File: src/rtl/cla_pipelined_approx_adder.sv
// Pipelined carry-lookahead adder with a runtime-selectable approximate low part.
// Each stage resolves GROUPS_PER_STAGE 4-bit lookahead groups; the inter-group carry is registered between stages.
module cla_pipelined_approx_adder #(
  parameter int unsigned WIDTH            = 16,
  parameter int unsigned GROUPS_PER_STAGE = 1,
  parameter int unsigned APPROX_MAX       = 8,
  parameter int unsigned KW               = 4
) (
  input  logic             clk,
  input  logic             rst,
  input  logic             in_valid,
  output logic             in_ready,
  input  logic [WIDTH-1:0] a,
  input  logic [WIDTH-1:0] b,
  input  logic             cin,
  input  logic [KW-1:0]    approx_k,
  output logic             out_valid,
  input  logic             out_ready,
  output logic [WIDTH-1:0] sum,
  output logic             cout,
  output logic [KW-1:0]    out_k
);

  localparam int unsigned SW = 4 * GROUPS_PER_STAGE;
  localparam int unsigned L  = WIDTH / SW;

  logic          adv;
  logic [KW-1:0] k_cl;

  assign adv      = !out_valid || out_ready;
  assign in_ready = adv;
  assign k_cl     = (32'(approx_k) > APPROX_MAX) ? KW'(APPROX_MAX) : approx_k;

  assign out_valid = g_stage[L-1].rv;
  assign sum       = g_stage[L-1].rsum;
  assign cout      = g_stage[L-1].rc;
  assign out_k     = g_stage[L-1].rk;

  for (genvar s = 0; s < L; s++) begin : g_stage
    localparam int unsigned IW  = WIDTH - s * SW;
    localparam int unsigned LSB = s * SW;

    logic             iv;
    logic [IW-1:0]    ia;
    logic [IW-1:0]    ib;
    logic [WIDTH-1:0] isum;
    logic             ic;
    logic [KW-1:0]    ik;

    logic             rv;
    logic [WIDTH-1:0] rsum;
    logic             rc;
    logic [KW-1:0]    rk;

    logic [GROUPS_PER_STAGE:0] gc;
    logic [SW-1:0]             gsum;
    logic [WIDTH-1:0]          nsum;

    // Stage source: the ports for stage 0, the previous stage register otherwise.
    if (s == 0) begin : g_src
      assign iv   = in_valid;
      assign ia   = a;
      assign ib   = b;
      assign isum = '0;
      assign ik   = k_cl;
      assign ic   = (k_cl == '0) ? cin : 1'b0;
    end else begin : g_src
      assign iv   = g_stage[s-1].rv;
      assign ia   = g_stage[s-1].g_rem.ra;
      assign ib   = g_stage[s-1].g_rem.rb;
      assign isum = g_stage[s-1].rsum;
      assign ik   = g_stage[s-1].rk;
      assign ic   = g_stage[s-1].rc;
    end

    assign gc[0] = ic;

    for (genvar j = 0; j < GROUPS_PER_STAGE; j++) begin : g_grp
      localparam int unsigned LB = 4 * j;
      logic [3:0] pm;
      logic [3:0] gm;
      logic [3:0] c;

      // Bits below k propagate nothing; bit k-1 still generates, which is the speculated carry.
      for (genvar i = 0; i < 4; i++) begin : g_bit
        localparam int unsigned N = LSB + LB + i;
        assign pm[i]        = (32'(ik) <= N)     ? (ia[LB+i] ^ ib[LB+i]) : 1'b0;
        assign gm[i]        = (32'(ik) <= N + 1) ? (ia[LB+i] & ib[LB+i]) : 1'b0;
        assign gsum[LB+i]   = (32'(ik) > N)      ? (ia[LB+i] | ib[LB+i]) : (pm[i] ^ c[i]);
      end

      assign c[0]    = gc[j];
      assign c[1]    = gm[0] | (pm[0] & c[0]);
      assign c[2]    = gm[1] | (pm[1] & gm[0]) | (pm[1] & pm[0] & c[0]);
      assign c[3]    = gm[2] | (pm[2] & gm[1]) | (pm[2] & pm[1] & gm[0])
                     | (pm[2] & pm[1] & pm[0] & c[0]);
      assign gc[j+1] = gm[3] | (pm[3] & gm[2]) | (pm[3] & pm[2] & gm[1])
                     | (pm[3] & pm[2] & pm[1] & gm[0])
                     | (pm[3] & pm[2] & pm[1] & pm[0] & c[0]);
    end

    always_comb begin
      nsum          = isum;
      nsum[LSB+:SW] = gsum;
    end

    always_ff @(posedge clk) begin
      if (rst) begin
        rv   <= 1'b0;
        rsum <= '0;
        rc   <= 1'b0;
        rk   <= '0;
      end else if (adv) begin
        rv <= iv;
        if (iv) begin
          rsum <= nsum;
          rc   <= gc[GROUPS_PER_STAGE];
          rk   <= ik;
        end
      end
    end

    // Operand bits not yet consumed travel on to later stages.
    if (s < L - 1) begin : g_rem
      logic [IW-SW-1:0] ra;
      logic [IW-SW-1:0] rb;
      always_ff @(posedge clk) begin
        if (rst) begin
          ra <= '0;
          rb <= '0;
        end else if (adv && iv) begin
          ra <= ia[IW-1:SW];
          rb <= ib[IW-1:SW];
        end
      end
    end
  end

endmodule

File: config.mk
export PLATFORM = sky130hd
export DESIGN_NAME = cla_pipelined_approx_adder
export DESIGN_NICKNAME = d
export VERILOG_FILES = /design/src/rtl/cla_pipelined_approx_adder.sv
export SDC_FILE = /design/constraint.sdc
export NUM_CORES = 1
export LEC_CHECK = 0
export BUFFER_PORTS_ARGS = -buffer_cell sky130_fd_sc_hd__buf_2
export CAP_MARGIN = 10
export CORE_MARGIN = 3
export CORE_UTILIZATION = 62
export CTS_CLUSTER_DIAMETER = 60
export DETAILED_ROUTE_END_ITERATION = 8
export PLACE_DENSITY = 0.84
export SYNTH_ARGS = -nofsm -noshare
export SYNTH_HDL_FRONTEND = slang
export SYNTH_SLANG_ARGS = --single-unit
File: constraint.sdc
create_clock -name clk -period 3.57 [get_ports clk]
set_input_delay 0.1785 -clock clk [delete_from_list [all_inputs] [get_ports clk]]
set_output_delay 0.1785 -clock clk [all_outputs]
set_load 0.02 [all_outputs]
==> impl_metrics.toml <==
[sta]
worstMarginPinSlew_ns = 1.182
rsz0062_at_grt = "false"
finalCritPeriodShare_pct = 58.37
hold_viol = 0
finalClockSkew_ns = 0.01472
fin_tns_setup_ns = 0
relSlewSlack_pct = 21.02
fmax_mhz = 479.9
setup_violations = 0
slew_viol_final = 0
final.min_clock_period_ns = 2.084
setup_slack_ns = 1.486

[power]
p_leak_nw = 2.285
power_density_mw_per_mm2 = 403.8
peakVddDrop_v = 0.0002519

[die]
ios = 64
die_h_um = 97.53
die-area_sq_mm = 0.009511
initial_utilization_pct = 65.51
num_rows = 32
core_area_sq_mm = 0.007928
die_width_um = 97.53

[logic_synthesis]
syn_area_per_cell_sq_um = 7.810
synth_top_cell_by_area = "dfxtp_1"
synth_ff_type = "dfxtp_1"
synth_cell_types = 54
synth_top_area_share_pct = 43.17
synth_area_leaders = "dfxtp_1 (43%), nand2_1 (13%), a21oi_1 (9.8%)"
ys_seq_area_share_pct = 43.17
synth-seq-cells = 112
syn_inst = 665
yosysMostFrequentCell = "nand2_1"
synth-warning-count = 0
synth_area_sq_mm = 0.005194
synth_nets = 741
async_flop_share_pct = 0
synth_edf_count = 0
synth_common_cells = "nand2_1 (183), dfxtp_1 (112), a21oi_1 (102)"

[global_route]
grt_usage_pct = 24.10
antenna_found_initial = 0
grt_pass1_vias = 4391
grt_pass1_wl_mm = 19.22
grt_overflow = 0
grt_max_degree = 62

[drt]
route.detailed.drc = 0
vias = 4589
drt_iter0_drc = 243
ant_nets = 0
wirelength_mm = 11.41
first_pass_iters = 5
drt-wirelength-per-cell_um = 14.05
vias_per_cell = 5.651

[layout]
drive_gt1_share_pct = 13.24
final_core_util_pct = 71.78
fin_nets = 781
fin_cells = 812
area_growth_syn_to_layout_pct = 9.564
antenna_cells = 0

[worst_setup_path]
crit_type = "flop to flop"
cp.arrival_ns = 2.32
end_kind = "flop"
crit_fanout = 35
worst-endpoint-required_ns = 3.81
start_kind = "flop"

[placed_design]
placedCellCount = 796
pre_cts_ws_ns = 1.555
dp_hpwl_mm = 8.111
place.gp.congestion = 0.8285
portBuffers = 63

[min_path]
hold_class = "input pin to flop"

[clock_tree]
cts_sinks = 112
clk_latency_ns = 0.38
post_cts.repair.setup_buffers = 0
cts_tree = "done"
clockRootBuffer = "clkbuf_8"
cts_hold_buffers = 0
clk_path_buf_depth = 2
cts_inserted_buffers = 9
clk_pin_slew_ns = 0.11
cts_resized = 0
htreeDepth = 3

[outcome]
status = "finished clean"

[job]
drv_cap = 0
## worst max-delay path: stages (launching register included)
cell and delay, ns:
dfxtp_1 0.32, and2b_1 0.21, inv_2 0.13, nand2_1 0.69, nor3b_1 0.49, nor4_1 0.09
## through the flow
stage	area [sq um]	hold slack (ns)	power [W]
floorplan	5194	0.3145	0.001495
global placement	5495	0.4189	0.001552
detailed placement	5495	0.4275	0.001562
CTS	5690	0.01875	0.002296
global route	5690	0.02232	0.002388
finish	5690	0.02438	0.002298
## worst paths after layout
path / from / slack [ns] / cells past startpoint / to
worst max-delay path: out_valid / 1.49 / 5 / g_stage[0].rsum[2]
worst min-delay path: b[5] / 0.02 / 3 / g_stage[0].g_rem.rb[1]
worst max register to register: out_valid / 1.49 / 5 / g_stage[0].rsum[2]
worst min register to register: g_stage[0].g_rem.rb[6] / 0.45 / 2 / g_stage[1].g_rem.rb[2]
## cells by family after synthesis
family	share of synthesized area, %
adder cells (fa/ha/maj)	8.432
AO/OA/AOI/OAI	18.43
flip-flops	43.17
AND/OR/NAND/NOR	22.67
buffers and inverters	6.239
XOR/XNOR	0.6745
multiplexers	0.3855
## layout by cell type (no fill, tap or decap), drive strengths merged, types with 3 or more instances in the layout
cell type,Yosys,layout
xnor2,4,4
inv,36,37
nand2,183,183
nor3b,4,4
and2,12,12
o31ai,3,3
o211ai,3,3
a31oi,9,9
a21o,4,4
a21oi,102,102
or2,3,3
clkbuf,25,10
buf,15,69
nor2,36,36
dfxtp,112,112
nor3,14,14
a211oi,13,13
a311oi,3,3
o21ai,11,11
ha,35,35
nand3,6,6
## sequential cells by signal, summed over array words and instances, names as in the netlist
name and count:
cout 1, g_stage.rk 12, g_stage.rv 3, g_stage.g_rem.rb 24, out_k 4, g_stage.g_rem.ra 24, g_stage.rsum 24, out_valid 1
sum 16, g_stage.rc 3
## layer usage
| metal | routed length (um) | track usage [%] | up-vias |
|---|---|---|---|
| met2 | 5694 | 43.02 | 135 |
| li1 | - | - | 2299 |
| met5 | 0 | 0 | - |
| met3 | 703 | 5.958 | 16 |
| met4 | 190 | 8.520 | 0 |
| met1 | 4822 | 27.87 | 2139 |
## report_power, final
part           leakage [nW]  total, W  internal (W)  switching, W
combinational          1.28  0.000221     0.0000829      0.000138
sequential            0.911   0.00132       0.00129     0.0000284
clock                0.0929  0.000761      0.000328      0.000433
total                  2.28   0.00230       0.00170      0.000600
## cell type report
| cell class | instances | area, sq um |
|---|---|---|
| multi-input combinational | 477 | 2628 |
| timing repair buffer | 69 | 362.8 |
| inverter | 36 | 135.1 |
| tap | 102 | 127.6 |
| clock buffer | 10 | 127.6 |
| sequential | 112 | 2242 |
| clock inverter | 6 | 67.56 |
| fill | 687 | 2237 |
Note: power is estimated with default switching activity, not from simulation.
